$ cat src/rtl/prng_arbiter_pkg.sv
// Shared types and helpers for the LFSR-backed round-robin random-byte arbiter.
package prng_arbiter_pkg;

  localparam logic [7:0] SEED_DEFAULT = 8'hDA;

  typedef enum logic {
    ST_WARMUP = 1'b0,
    ST_SERVE  = 1'b1
  } state_e;

  // Taps 8,6,5,4: maximal-length, so a non-zero state never reaches zero.
  function automatic logic [7:0] lfsr_step(input logic [7:0] q);
    return {q[6:0], q[7] ^ q[5] ^ q[4] ^ q[3]};
  endfunction

endpackage

$ cat src/rtl/prng_arbiter_rr.sv
// Combinational round-robin selector: first set request at or after ptr+1, wrapping.
module rr_arbiter #(
  parameter int NUM_REQ = 4,
  parameter int PW      = 2
) (
  input  logic [NUM_REQ-1:0] req,
  input  logic [PW-1:0]      ptr,
  output logic [NUM_REQ-1:0] gnt
);

  logic [PW:0] idx;
  logic        found;

  always_comb begin
    gnt   = '0;
    found = 1'b0;
    idx   = '0;
    for (int i = 1; i <= NUM_REQ; i++) begin
      idx = {1'b0, ptr} + (PW+1)'(i);
      if (idx >= (PW+1)'(NUM_REQ)) idx = idx - (PW+1)'(NUM_REQ);
      if (!found && req[idx[PW-1:0]]) begin
        gnt[idx[PW-1:0]] = 1'b1;
        found            = 1'b1;
      end
    end
  end

endmodule

$ cat src/rtl/prng_arbiter.sv
// Hands out one LFSR byte per cycle to round-robin-selected requesters after
// a short warm-up following reset or reseed.
module prng_arbiter
  import prng_arbiter_pkg::*;
#(
  parameter int         NUM_REQ = 4,
  parameter logic [7:0] SEED    = SEED_DEFAULT,
  parameter int         WARMUP  = 2
) (
  input  logic               clk,
  input  logic               reset,
  input  logic [NUM_REQ-1:0] i_req,
  input  logic               i_reseed,
  input  logic [7:0]         i_seed,
  output logic [NUM_REQ-1:0] o_gnt,
  output logic [7:0]         o_rnd,
  output logic               o_valid,
  output logic               o_busy,
  output logic [15:0]        o_draws
);

  localparam int PW = (NUM_REQ > 1) ? $clog2(NUM_REQ) : 1;

  state_e             state;
  logic [7:0]         lfsr;
  logic [3:0]         wcnt;
  logic [PW-1:0]      ptr;
  logic [PW-1:0]      gnt_idx;
  logic [NUM_REQ-1:0] gnt;

  rr_arbiter #(
    .NUM_REQ (NUM_REQ),
    .PW      (PW)
  ) u_rr (
    .req (i_req),
    .ptr (ptr),
    .gnt (gnt)
  );

  always_comb begin
    gnt_idx = '0;
    for (int i = 0; i < NUM_REQ; i++)
      if (gnt[i]) gnt_idx = PW'(i);
  end

  assign o_busy = (state == ST_WARMUP);

  always_ff @(posedge clk or posedge reset) begin
    if (reset) begin
      state   <= ST_WARMUP;
      lfsr    <= SEED;
      wcnt    <= '0;
      ptr     <= PW'(NUM_REQ - 1);
      o_gnt   <= '0;
      o_valid <= 1'b0;
      o_rnd   <= 8'h00;
      o_draws <= '0;
    end else begin
      o_gnt   <= '0;
      o_valid <= 1'b0;
      if (i_reseed) begin
        // A zero seed would lock the LFSR, so fall back to the default.
        lfsr  <= (i_seed == 8'h00) ? SEED : i_seed;
        state <= ST_WARMUP;
        wcnt  <= '0;
      end else begin
        case (state)
          ST_WARMUP: begin
            lfsr <= lfsr_step(lfsr);
            if (wcnt == 4'(WARMUP - 1)) begin
              state <= ST_SERVE;
              wcnt  <= '0;
            end else begin
              wcnt <= wcnt + 4'd1;
            end
          end
          ST_SERVE: begin
            if (|i_req) begin
              o_gnt   <= gnt;
              o_valid <= 1'b1;
              o_rnd   <= lfsr;
              lfsr    <= lfsr_step(lfsr);
              ptr     <= gnt_idx;
              o_draws <= o_draws + 16'd1;
            end
          end
          default: state <= ST_WARMUP;
        endcase
      end
    end
  end

endmodule

$ cat config.mk
export PLATFORM = sky130hd
export DESIGN_NAME = prng_arbiter
export DESIGN_NICKNAME = d
export VERILOG_FILES = /design/src/rtl/prng_arbiter_pkg.sv /design/src/rtl/prng_arbiter_rr.sv /design/src/rtl/prng_arbiter.sv
export SDC_FILE = /design/constraint.sdc
export NUM_CORES = 1
export LEC_CHECK = 0
export ABC_AREA = 1
export CAP_MARGIN = 15
export CORE_ASPECT_RATIO = 2
export CORE_MARGIN = 8
export CORE_UTILIZATION = 50
export DETAILED_ROUTE_END_ITERATION = 8
export PLACE_DENSITY_LB_ADDON = 0.25
export SETUP_SLACK_MARGIN = 0.1
export SLEW_MARGIN = 30
export SYNTH_ARGS = -nofsm -noshare
export SYNTH_HDL_FRONTEND = slang
export SYNTH_SLANG_ARGS = --single-unit
export TNS_END_PERCENT = 5
$ cat constraint.sdc
create_clock -name clk -period 3.9 [get_ports clk]
set_input_delay 0.39 -clock clk [delete_from_list [all_inputs] [get_ports clk]]
set_output_delay 0.39 -clock clk [all_outputs]
set_load 0.05 [all_outputs]
==> PnR_summary.wiki <==
{| class="wikitable"
! Metric !! Value
|-
| Worst-path cell with the longest stage delay || sky130_fd_sc_hd__dfstp_2
|-
| Number of setup buffers added after CTS || 0
|-
| Worst path setup slack after routing || 1720 ps
|-
| Number of port buffers || 44
|-
| Share of total power in sequential cells || 0.337
|-
| Worst skew pair latency || 300 ps
|-
| Initial core utilization || 0.518
|-
| Final number of setup-violating endpoints || 0
|-
| Final count of hold timing violations || 0
|-
| Transition time at the pin with the least slew margin || 541 ps
|-
| Final critical delay including setup and external delays || 2180 ps
|-
| Post-DP HPWL || 4.43 mm
|-
| Detailed-router iteration count before antenna repair || 4
|-
| First-pass GRT wire length || 9.29 mm
|-
| Clock Power Share || 0.146
|-
| Non-Filler Instances || 378
|-
| CTS tree || yes
|-
| Number of global-route vias before repair || between 2,000 and 2,500
|-
| Source of the worst register-to-register timing path || ptr[0]$_DFFE_PP1P_
|-
| Number of placed instances with taps included || 370
|-
| R2R cell count || 9
|-
| Grt total ovfl || 0
|-
| Tot GR Track Use || 0.160
|-
| Maximum number of pins on one net before global-route repair || 45
|-
| Number of instances resized during post-cts repair || 0
|-
| Placer's final routability congestion estimate || slightly below 0.9
|-
| Minimum setup slack after placement || 1460 ps
|-
| Die Footprint || 7360 um^2
|-
| Boundary pin count || between 40 and 50
|-
| Max Transition Viols Final || 0
|-
| Total nets after synthesis || 300
|-
| Placeable core region || about 4600 um^2
|-
| Unrepaired setup endpoints after global routing || no
|-
| Clock slew at reported path FFs || 80 ps
|-
| Post-Route WL || 5.50 mm
|-
| Net count of the finished layout || 348
|-
| Run status || complete, no violations
|-
| Maximum ir drop on the vdd rail || between 400 and 500 uV
|-
| Highest clock rate || 459 MHz
|-
| Static power due to leakage || 1.41 nW
|-
| Max FO, Critical Path || 11
|-
| CTS buffer count || 5
|-
| Initial antenna violation count || 0
|-
| Hold buffer count at cts || 0
|-
| Clock Root Buffer || sky130_fd_sc_hd__clkbuf_8
|-
| Critical-path cell list || inv_2 -> ha_1 -> inv_1 -> nand3_2 -> nand2_4 -> nand2_4 -> nor2_4 -> nand2_2 -> a31oi_1
|-
| Endpoint arrival time on the critical path || 2360 ps
|-
| Cell mode on critical path || sky130_fd_sc_hd__nand2_4
|-
| Worst Hold Path Cells || 1
|-
| Number of clock sinks || 44
|-
| Maximum Capacitance Violations || 0
|-
| Kind of start point of the critical path || flop
|-
| Number of vias per cell after detailed routing || 5.18
|-
| Req. time, crit path || around 4000 ps
|-
| Reg-to-reg endpoint || o_gnt[1]$_DFF_PP0_
|-
| Max Buffers Root-to-Sink || 2
|-
| DR WL/cell || roughly 15 um
|-
| Number of distinct library cell variants in the gate-level netlist after synthesis || 30
|-
| Hold Path Class || flop to flop
|-
| Reg2Reg Setup Slack || 1720 ps
|-
| Initial drt markers || 36
|-
| Worst min-delay path endpoint || o_draws[15]$_DFFE_PP0P_
|-
| Cell Area, Synth || 2380 um^2
|-
| Sum Neg Setup Slack || 0 ps
|-
| Total number of yosys warnings || 0
|-
| Die Span Y || approximately 110 um
|-
| Share of total power in combinational logic || 0.517
|-
| Setup Skew || roughly 11 ps
|-
| Htree depth || 2
|-
| Layout cells sized above 1 || 0.133
|-
| Worst rel slew slack || 0.638
|-
| Startpoint of the lowest-slack hold path || o_draws[15]$_DFFE_PP0P_
|-
| Pwr/cell area || around 680 nW/um^2
|-
| Count of unresolved DRC violations after routing || 0
|-
| Crit Path Class || flop to flop
|-
| Average size of a mapped cell || 8.69 um^2
|-
| Floorplan die width || 64.8 um
|-
| Post-layout util || 0.648
|-
| Delay of the slowest cell on the worst path || 670 ps
|-
| Sequential element share of the synthesized area || 0.466
|-
| Area added between synthesis and finish || 25.0%
|-
| Total number of vias || 1,957
|-
| Cells after synthesis || 274
|-
| Final Cycle Share || 0.559
|-
| #FFs+latches synth || between 40 and 50
|-
| P_int || roughly 1.1 mW
|-
| Total inserted antenna cells || 0
|-
| Number of cell rows || 35
|-
| Sw power || around 960 uW
|-
| Crit end category || flop
|-
| ANT nets after route || 0
|-
| Switching share of power || 0.475
|}
==> cell type report <==
| type | count | area (um^2) |
|---|---|---|
| repair buffers | 45 | 448 |
| clock inverters | 1 | 7.51 |
| multi-input cells | 186 | 1110 |
| flip-flops and latches | 44 | 1110 |
| fillers | 420 | 1620 |
| well taps | 55 | 68.8 |
| clock buffers | 7 | 86.3 |
| inverters | 40 | 151 |
==> worst max-delay path by stage <==
| stage | end | startpoint | slack (ps) | cells after the start |
|---|---|---|---|---|
| floorplan | o_gnt[2]$_DFF_PP0_ | ptr[0]$_DFFE_PP1P_ | 2050 | 12 |
| global placement | o_draws[15]$_DFFE_PP0P_ | i_reseed | 1490 | 8 |
| detailed placement | o_draws[12]$_DFFE_PP0P_ | i_reseed | 1460 | 8 |
| CTS | o_gnt[1]$_DFF_PP0_ | ptr[0]$_DFFE_PP1P_ | 1710 | 9 |
| global route | o_draws[12]$_DFFE_PP0P_ | i_reseed | 1570 | 8 |
| finish | o_gnt[1]$_DFF_PP0_ | ptr[0]$_DFFE_PP1P_ | 1720 | 9 |
==> cells in the mapped netlist <==
cell type                  number  area, um^2
sky130_fd_sc_hd__xnor2_1        9        78.8
sky130_fd_sc_hd__nand4_1        3        18.8
sky130_fd_sc_hd__nor2_4         2        22.5
sky130_fd_sc_hd__xor2_1        10        87.6
sky130_fd_sc_hd__clkbuf_1       4        15.0
sky130_fd_sc_hd__nor2_1        13        48.8
sky130_fd_sc_hd__nand2_1       55         206
sky130_fd_sc_hd__o21ai_2        1        8.76
sky130_fd_sc_hd__a31oi_1        1        6.26
sky130_fd_sc_hd__ha_1          11         138
sky130_fd_sc_hd__nor4_1         2        12.5
sky130_fd_sc_hd__inv_1         34         128
sky130_fd_sc_hd__clkinv_2       1        5.00
sky130_fd_sc_hd__a21oi_1        3        15.0
sky130_fd_sc_hd__o21ai_0       20         100
sky130_fd_sc_hd__nor3_1         3        15.0
sky130_fd_sc_hd__a21oi_2        1        8.76
sky130_fd_sc_hd__inv_2          3        11.3
sky130_fd_sc_hd__and3_1         1        6.26
sky130_fd_sc_hd__o22ai_1        8        50.1
sky130_fd_sc_hd__dfstp_2        7         184
sky130_fd_sc_hd__clkinv_1       2        7.51
sky130_fd_sc_hd__nand3_1       22         110
sky130_fd_sc_hd__nor2_2         3        18.8
sky130_fd_sc_hd__nand3b_1       1        7.51
sky130_fd_sc_hd__nor3_2         2        20.0
sky130_fd_sc_hd__dfrtp_1       37         926
sky130_fd_sc_hd__nand2_4        2        22.5
sky130_fd_sc_hd__nand2_2        7        43.8
sky130_fd_sc_hd__nand3_2        6        60.1
==> state kept, by name, summed over array words and instances (netlist names) <==
register and flops:
wcnt 4, o_rnd 8, o_valid 1, lfsr 8, state 1, ptr 2, o_draws 16, o_gnt 4
==> stage by stage <==
step	instance area, um^2	total power [mW]	hold WS [ps]
floorplan	2380	1.43	479
global placement	2880	1.73	475
detailed placement	2880	1.74	474
CTS	2980	2.04	486
global route	2980	2.16	501
finish	2980	2.02	479
==> per-layer routing <==
layer  GRT usage  vias up  routed length, um
met5           0        -                  0
met4       0.101        0                253
met3      0.0275       19                230
met2       0.308       48               3150
met1       0.143      917               1870
li1            -      973                  -
==> power by group through the flow <==
stage          clock (mW)  sequential, mW  combinational (mW)
3_3_place_gp            0           0.686                1.04
6_report            0.295           0.682                1.05
3_5_place_dp            0           0.689                1.05
4_1_cts             0.302           0.682                1.05
2_1_floorplan           0           0.910               0.524
5_1_grt             0.318           0.699                1.14
==> cell families (layout without fill, tap and decap cells) <==
group / Yosys count / in the layout / synth area share
flip-flops: 44 / 44 / 0.466
AO/OA/AOI/OAI: 34 / 34 / 0.0793
XOR/XNOR: 19 / 19 / 0.0699
adder cells (fa/ha/maj): 11 / 11 / 0.0578
AND/OR/NAND/NOR: 122 / 122 / 0.257
buffers and inverters: 44 / 93 / 0.0698
==> critical path: cells and delay by family (launching register included) <==
kind	cells	cell delay [ps]
compound gates	1	250
fa+ha+maj	1	360
buf+inv	2	260
simple gates	5	510
flops	1	670
==> placed cells by master (no fill, tap or decap), drive strengths merged, types with 8 or more instances in the layout <==
master,n
clkdlybuf4s50,44
dfrtp,37
ha,11
inv,36
nand2,64
nand3,28
nor2,18
o21ai,21
o22ai,8
xnor2,9
xor2,10
Power figures use the tool's default switching activity.
